==> config.mk <==
export PLATFORM = sky130hd
export DESIGN_NAME = uart_word_tx
export DESIGN_NICKNAME = d
export VERILOG_FILES = /design/src/rtl/uart_word_tx.sv
export SDC_FILE = /design/constraint.sdc
export NUM_CORES = 1
export LEC_CHECK = 0
export ABC_AREA = 1
export CORE_MARGIN = 2
export CORE_UTILIZATION = 60
export CTS_BUF_LIST = sky130_fd_sc_hd__clkbuf_8
export DETAILED_ROUTE_END_ITERATION = 10
export PLACE_DENSITY = 0.8
export SETUP_SLACK_MARGIN = 0.2
export SLEW_MARGIN = 20
export SYNTH_ARGS = -nofsm -noshare
export SYNTH_HDL_FRONTEND = slang
export SYNTH_SLANG_ARGS = --single-unit
==> constraint.sdc <==
create_clock -name CLOCK1 -period 5.2 [get_ports CLOCK1]
set_clock_uncertainty 0.2 [all_clocks]
set_input_delay 0.78 -clock CLOCK1 [delete_from_list [all_inputs] [get_ports CLOCK1]]
set_output_delay 0.78 -clock CLOCK1 [all_outputs]
set_load 0.02 [all_outputs]
==> src/rtl/uart_word_tx.sv <==
`default_nettype none
// ============================================================================
// Module  : uart_word_tx
// Brief   : 4-deep word FIFO feeding a UART that sends each word as two
//           8N2 frames, high byte first.
// Rev     : 1.0
// ============================================================================
module uart_word_tx #(
  parameter int BAUD_DIV   = 1157,
  parameter int DEPTH_LOG2 = 2
) (
  input  logic                  CLOCK1,
  input  logic                  RESET,
  input  logic                  iCall,
  input  logic [15:0]           iData,
  output logic                  oDone,
  output logic [DEPTH_LOG2:0]   oLevel,
  output logic                  oBusy,
  output logic                  TXD
);

  localparam int                  c_DEPTH    = 1 << DEPTH_LOG2;
  localparam int                  c_CW       = $clog2(BAUD_DIV);
  localparam logic [c_CW-1:0]     c_CNT_LAST = c_CW'(BAUD_DIV - 1);
  localparam logic [c_CW-1:0]     c_CNT_PRE  = c_CW'(BAUD_DIV - 2);
  localparam logic [DEPTH_LOG2:0] c_FULL     = (DEPTH_LOG2 + 1)'(c_DEPTH);
  localparam logic [3:0]          c_BIT_LAST = 4'd10;

  localparam logic [1:0] c_IDLE  = 2'd0;
  localparam logic [1:0] c_SHIFT = 2'd1;
  localparam logic [1:0] c_NEXT  = 2'd2;

  logic [15:0]           r_mem [c_DEPTH];
  logic [DEPTH_LOG2-1:0] r_wr_ptr;
  logic [DEPTH_LOG2-1:0] r_rd_ptr;
  logic [DEPTH_LOG2:0]   r_level;
  logic                  r_done;

  logic [1:0]            r_state;
  logic [10:0]           r_frame;
  logic [7:0]            r_lo_byte;
  logic                  r_byte_flag;
  logic [c_CW-1:0]       r_baud_cnt;
  logic [3:0]            r_bit_idx;

  logic                  w_push;
  logic                  w_pop;
  logic [15:0]           w_head;

  // The registered oDone masks a second accept while the caller reacts to it.
  assign w_push = iCall & ~r_done & (r_level != c_FULL);
  assign w_pop  = (r_state == c_IDLE) & (r_level != '0);
  assign w_head = r_mem[r_rd_ptr];

  always_ff @(posedge CLOCK1) begin
    if (w_push) begin
      r_mem[r_wr_ptr] <= iData;
    end
  end

  always_ff @(posedge CLOCK1 or negedge RESET) begin
    if (!RESET) begin
      r_wr_ptr <= '0;
      r_rd_ptr <= '0;
      r_level  <= '0;
      r_done   <= 1'b0;
    end else begin
      r_done <= w_push;
      if (w_push) begin
        r_wr_ptr <= r_wr_ptr + 1'b1;
      end
      if (w_pop) begin
        r_rd_ptr <= r_rd_ptr + 1'b1;
      end
      case ({w_push, w_pop})
        2'b10:   r_level <= r_level + 1'b1;
        2'b01:   r_level <= r_level - 1'b1;
        default: r_level <= r_level;
      endcase
    end
  end

  // TXD is frame bit 0; shifting in ones leaves the line idle once a frame ends.
  // The last stop bit is split SHIFT/NEXT so the NEXT decision costs no line time.
  always_ff @(posedge CLOCK1 or negedge RESET) begin
    if (!RESET) begin
      r_state     <= c_IDLE;
      r_frame     <= 11'h7FF;
      r_lo_byte   <= 8'h00;
      r_byte_flag <= 1'b0;
      r_baud_cnt  <= '0;
      r_bit_idx   <= 4'd0;
    end else begin
      case (r_state)
        c_IDLE: begin
          r_frame <= 11'h7FF;
          if (w_pop) begin
            r_frame     <= {2'b11, w_head[15:8], 1'b0};
            r_lo_byte   <= w_head[7:0];
            r_byte_flag <= 1'b0;
            r_baud_cnt  <= '0;
            r_bit_idx   <= 4'd0;
            r_state     <= c_SHIFT;
          end
        end
        c_SHIFT: begin
          if ((r_bit_idx == c_BIT_LAST) && (r_baud_cnt == c_CNT_PRE)) begin
            r_baud_cnt <= r_baud_cnt + 1'b1;
            r_state    <= c_NEXT;
          end else if (r_baud_cnt == c_CNT_LAST) begin
            r_baud_cnt <= '0;
            r_bit_idx  <= r_bit_idx + 1'b1;
            r_frame    <= {1'b1, r_frame[10:1]};
          end else begin
            r_baud_cnt <= r_baud_cnt + 1'b1;
          end
        end
        c_NEXT: begin
          r_baud_cnt <= '0;
          r_bit_idx  <= 4'd0;
          if (!r_byte_flag) begin
            r_frame     <= {2'b11, r_lo_byte, 1'b0};
            r_byte_flag <= 1'b1;
            r_state     <= c_SHIFT;
          end else begin
            r_frame <= 11'h7FF;
            r_state <= c_IDLE;
          end
        end
        default: begin
          r_frame <= 11'h7FF;
          r_state <= c_IDLE;
        end
      endcase
    end
  end

  assign oDone  = r_done;
  assign oLevel = r_level;
  assign oBusy  = (r_level != '0) | (r_state != c_IDLE);
  assign TXD    = r_frame[0];

endmodule
`default_nettype wire

==> qor.yml, run 1 <==
outcome: "finished clean"
via_count: 3410
netSwitchingPower_mw: 0.511
rr_startpoint: "r_rd_ptr[0]"
holdCritPathClass: "reg -> reg"
tns_ps: 0
p_clk_frac: 0.269
slew_headroom: 0.334
tightest_slew_ps: 1000
die_y_um: 95.1
crit_fanout: 11
die_x_um: 95.1
grt_usage: 0.223
fmax_ghz: 0.321
cts.sinks: 107
p_int_mw: 1.30
synth_cells: 525
ys_warn_count: 0
ys_ff_latch: 107
post-route-min-period_ps: 3120
port_buffers: 24
drt_iter0_drc: 182
start_kind: "flop"
rrSetupSlack_ps: 2480
swShare: 0.283
p_comb_frac: 0.153
endpoint_kind: "primary output"
post-cts-setup-buffers: 0
powerDensity_nw_per_um2: 332
synthDistinctLibCells: 29
nets: 578
drive_gt1_frac: 0.0812
cts_buffers: 9
hold_viol: 0
final_antenna_net_count: 0
syn_to_final_growth_pct: 9.56
maxCapViolations: 0
cts_tree: "built"
grt_pass1_wl_mm: 15.3
cts_resized: 0
start_util: 0.612
timing.final.crit_share: 0.600
clk_latency_ps: 380
ctsHtreeMaxLevel: 3
wirelength_mm: 9.12
power.leakage_nw: 2.41
clock_path_buffers: 2
overflow: 0
grt_pass1_vias: 3236
setup_viol: 0
fin_ws_ps: 2080
die_area_um2: 9040
hpwl_mm: 6.18
drc_errors: 0
core-area_um2: 8130
vdd_ir_drop_max_uv: 219
synth_area_um2: 4970
final-max-slew-violation-count: 0
firstDrtPassIters: 4
row_count: 33
holdCritStartpoint: "r_frame[0]"
rsz0062_at_grt: "false"
antennaDiodeCount: 0
path_clk_slew_ps: 100
place_congestion: 0.814
io_pins: 25
whs_ps: 275
ys_seq_area_frac: 0.605
place_ws_ps: 2430
synthesis.nets: 554
crit_arrival_ps: 2140
worstSetupPathType: "reg -> out"
grt_max_degree: 44
antenna_found_initial: 0
routed_via_density: 5.17
wire_per_inst_um: 13.8
cp.required_ps: 4220
seqPwrFrac: 0.578
hold_buffers: 0
synth.avg_cell_area_um2: 9.48
clockRootBuffer: "clkbuf_8"
cp-startpoint: "r_state[0]"
## cell usage after synthesis
library cell,number,area share
nand4_1,6,0.0075
edfxtp_1,64,0.39
buf_6,5,0.011
o21ai_1,2,0.0020
a31oi_1,2,0.0025
nor2_1,56,0.042
a21oi_1,5,0.0050
inv_2,3,0.0023
buf_4,2,0.0030
nand2_2,3,0.0038
o22ai_1,7,0.0088
nor2_2,1,0.0013
o21ai_2,4,0.0070
o21ai_0,32,0.032
inv_4,1,0.0013
fa_1,1,0.0040
nor3_1,4,0.0040
nand2_1,142,0.11
ha_1,9,0.023
nand3_2,2,0.0040
dfrtp_1,34,0.17
inv_1,71,0.054
nand3_1,41,0.041
xnor2_1,2,0.0035
dfstp_2,9,0.048
xor2_1,6,0.011
nand3b_1,1,0.0015
nand2_4,2,0.0045
buf_2,8,0.0080
## power groups by stage
stage | combinational, mW | sequential [mW] | clock [mW]
floorplan | 0.147 | 1.08 | 0
global placement | 0.272 | 1.06 | 0
detailed placement | 0.284 | 1.06 | 0
CTS | 0.284 | 1.05 | 0.496
global route | 0.312 | 1.05 | 0.531
finish | 0.277 | 1.05 | 0.485
## worst max-delay path, stage by stage (launching register included)
cell             delay (ps)
dfrtp_1                 520
nor2_2                  420
nand4_1                 230
clkdlybuf4s50_1         590
## cell type report
cell class,count,area (µm²)
inverter,75,284
fill,637,2680
clock inverter,7,66.3
timing repair buffer,28,265
sequential,107,3010
clock buffer,9,124
tap,105,131
multi-input combinational,328,1570
## sequential cells by signal (all words and copies together), names as in the netlist
| register | cells |
|---|---|
| r_mem | 64 |
| r_rd_ptr | 2 |
| r_wr_ptr | 2 |
| r_byte_flag | 1 |
| r_baud_cnt | 11 |
| r_frame | 9 |
| r_bit_idx | 4 |
| r_lo_byte | 8 |
| oLevel | 3 |
| oDone | 1 |
| r_state | 2 |
## final timing paths
path	endpoint	cells past startpoint
min in group asynchronous	r_baud_cnt[0]	1
max reg2reg	r_frame[6]	8
max in group asynchronous	oDone	1
min	r_frame[0]	2
max	oBusy	3
min reg2reg	r_frame[0]	2
## placed cells by master (no fill, tap or decap), types with 4 or more instances in the layout
cell,n
o22ai_1,7
clkbuf_8,9
edfxtp_1,64
a21oi_1,5
clkdlybuf4s50_1,23
nor2_1,56
buf_4,4
o21ai_2,4
o21ai_0,32
nand2_1,142
ha_1,9
nand4_1,6
xor2_1,6
nand3_1,41
inv_1,72
dfstp_2,9
dfrtp_1,34
nor3_1,4
## kinds of logic (layout without fill, tap and decap cells)
logic type,Yosys count,after routing,synth area share
simple gates,258,258,0.217
flops,107,107,0.605
buf+inv,90,119,0.0795
compound gates,52,52,0.0576
fa+ha+maj,10,10,0.0267
xor+xnor,8,8,0.0141
## layer usage
layer	track usage	routed length (µm)	part of all wire
met3	0.0498	311	0.034
met4	0.0604	86	0.0094
met5	0	0	0
met1	0.300	4170	0.46
met2	0.371	4550	0.50
## stage by stage
| step | util | cell area, µm² | total power [mW] | std cells |
|---|---|---|---|---|
| final | 0.670 | 5450 | 1.81 | 659 |
| after CTS | 0.670 | 5450 | 1.83 | 659 |
| after global placement | 0.647 | 5260 | 1.33 | 643 |
| after floorplan | - | 4970 | 1.22 | 525 |
| after global routing | 0.670 | 5450 | 1.90 | 659 |
| after detailed placement | 0.647 | 5260 | 1.35 | 643 |
No activity file was read; power rests on OpenSTA's default activity.
==> run 2: changes to the inputs <==
==> constraint.sdc (replaced) <==
create_clock -name CLOCK1 -period 3 [get_ports CLOCK1]
set_clock_uncertainty 0.2 [all_clocks]
set_input_delay 0.45 -clock CLOCK1 [delete_from_list [all_inputs] [get_ports CLOCK1]]
set_output_delay 0.45 -clock CLOCK1 [all_outputs]
set_load 0.02 [all_outputs]
==> run 2 against run 1 <==
Power increased by 73%; clock power grew 74%; combinational power is 71% higher; clock-buffer cell count is the same; final cell count increased by 0.46%; global-route usage increased by 0.58 points; largest power group unchanged; hold slack got worse by 250 ps; flip-flop and latch count stayed put.
==> qor.yml, run 2 (same netlist as run 1, synthesis figures left out) <==
firstDrtPassIters: 4
netSwitchingPower_mw: 0.884
setup_viol: 0
hpwl_mm: 6.31
cp.required_ps: 2350
drt_iter0_drc: 272
swShare: 0.283
cts_tree: "built"
fin_ws_ps: 379
crit_arrival_ps: 1970
port_buffers: 24
slowest_stage: "clkdlybuf4s50_1"
seqPwrFrac: 0.579
worstSetupPathType: "reg -> out"
outcome: "finished clean"
rsz0062_at_grt: "false"
rrSetupSlack_ps: 590
vdd_ir_drop_max_uv: 529
cts.sinks: 107
via_count: 3482
clk_latency_ps: 370
p_clk_frac: 0.269
slew_headroom: 0.360
start_util: 0.612
stdcell_area_um2: 5480
slowest_delay_ps: 580
hold_viol: 0
tightest_slew_ps: 960
postPlaceCellArea_um2: 5280
final_common_cell: "nand2_1"
row_count: 33
ctsHtreeMaxLevel: 3
power.leakage_nw: 2.42
grt_pass1_wl_mm: 15.7
clock_path_buffers: 2
powerDensity_nw_per_um2: 571
final-max-slew-violation-count: 0
drc_errors: 0
tns_ps: 0
fmax_ghz: 0.382
p_comb_frac: 0.152
wirelength_mm: 9.47
overflow: 0
drive_gt1_frac: 0.0862
fill_cells: 599
antennaDiodeCount: 0
largest_reg_flops: 64
p_total_mw: 3.13
cp_cell_sequence: "nor2_4 > nand4_1 > clkdlybuf4s50_1"
place_congestion: 0.945
grt_usage: 0.229
post-route-min-period_ps: 2620
p_int_mw: 2.25
top_register: "r_mem"
io_pins: 25
cts_buffers: 9
final_cell_mix: "142 x nand2_1, 71 x inv_1, 64 x edfxtp_1"
hold_buffers: 0
start_kind: "flop"
die_y_um: 95.1
crit_fanout: 11
grt_max_degree: 44
clockRootBuffer: "clkbuf_8"
top_regs: "r_mem: 64 flops, r_baud_cnt: 11 flops, r_frame: 9 flops"
wire_per_inst_um: 14.3
place_ws_ps: 491
die_x_um: 95.1
antenna_found_initial: 0
timing.final.crit_share: 0.874
grt_pass1_vias: 3429
syn_to_final_growth_pct: 10.1
final_antenna_net_count: 0
endpoint_kind: "primary output"
nets: 581
die_area_um2: 9040
maxCapViolations: 0
holdCritPathClass: "in -> async"
routed_via_density: 5.26
core-area_um2: 8130
path_clk_slew_ps: 110
==> run 2: changes by cell type in the layout (fill, tap and decap cells not counted) <==
cell and change:
clkinvlp_4 +1, nor2_4 +1, clkinv_4 -1, buf_4 +3, nor2_2 -1, clkinv_1 +1
inv_1 -1
==> run 2: area by class of cell <==
class	instances	area, µm²	area share
Sequential cell	107	3010	0.549
Multi-Input combinational cell	328	1580	0.288
Timing Repair Buffer	31	288	0.0525
Inverter	75	284	0.0519
Tap cell	105	131	0.0240
Clock buffer	9	124	0.0226
Clock inverter	7	65.1	0.0119
==> run 2: worst paths after layout <==
| check | start | end | depth (start not counted) |
|---|---|---|---|
| hold / removal | RESET | r_baud_cnt[3] | 1 |
| setup reg to reg | r_state[0] | oLevel[2] | 10 |
| min in group CLOCK1 | r_frame[2] | r_frame[2] | 2 |
| hold reg to reg | r_frame[2] | r_frame[2] | 2 |
| max in group asynchronous | RESET | r_lo_byte[3] | 1 |
| setup / recovery | r_state[0] | oBusy | 3 |
==> run 2: critical path: cells and delay by family, from the launching register on <==
kind | cells | cell delay [ps]
buffers and inverters | 1 | 580
DFF | 1 | 530
and+or+nand+nor | 2 | 490
==> run 2: routing by layer <==
metal | vias to the layer above | track usage | part of all wire
met5 | - | 0 | 0
met4 | 0 | 0.0870 | 0.0069
met3 | 6 | 0.0458 | 0.035
met2 | 78 | 0.400 | 0.51
met1 | 1651 | 0.282 | 0.45
li1 | 1747 | - | -
==> run 2: power by group through the flow <==
| stage | registers, mW | logic (mW) | clock network [mW] |
|---|---|---|---|
| floorplan | 1.86 | 0.255 | 0 |
| global placement | 1.83 | 0.462 | 0 |
| detailed placement | 1.84 | 0.484 | 0 |
| CTS | 1.81 | 0.487 | 0.864 |
| global route | 1.83 | 0.541 | 0.923 |
| finish | 1.81 | 0.475 | 0.842 |
==> run 2: through the flow <==
stage	utilization	instances	hold slack (ps)
after floorplan	-	525	-45.6
after global placement	0.649	646	257
after detailed placement	0.649	646	258
after CTS	0.673	662	32.4
after global routing	0.673	662	86.4
final	0.673	662	23.1
==> run 2: timing repair <==
| item | in CTS | in global routing |
|---|---|---|
| setup endpoints to repair | 0 | 1 |
| setup buffers | 0 | 0 |
| resized for setup | 0 | 1 |
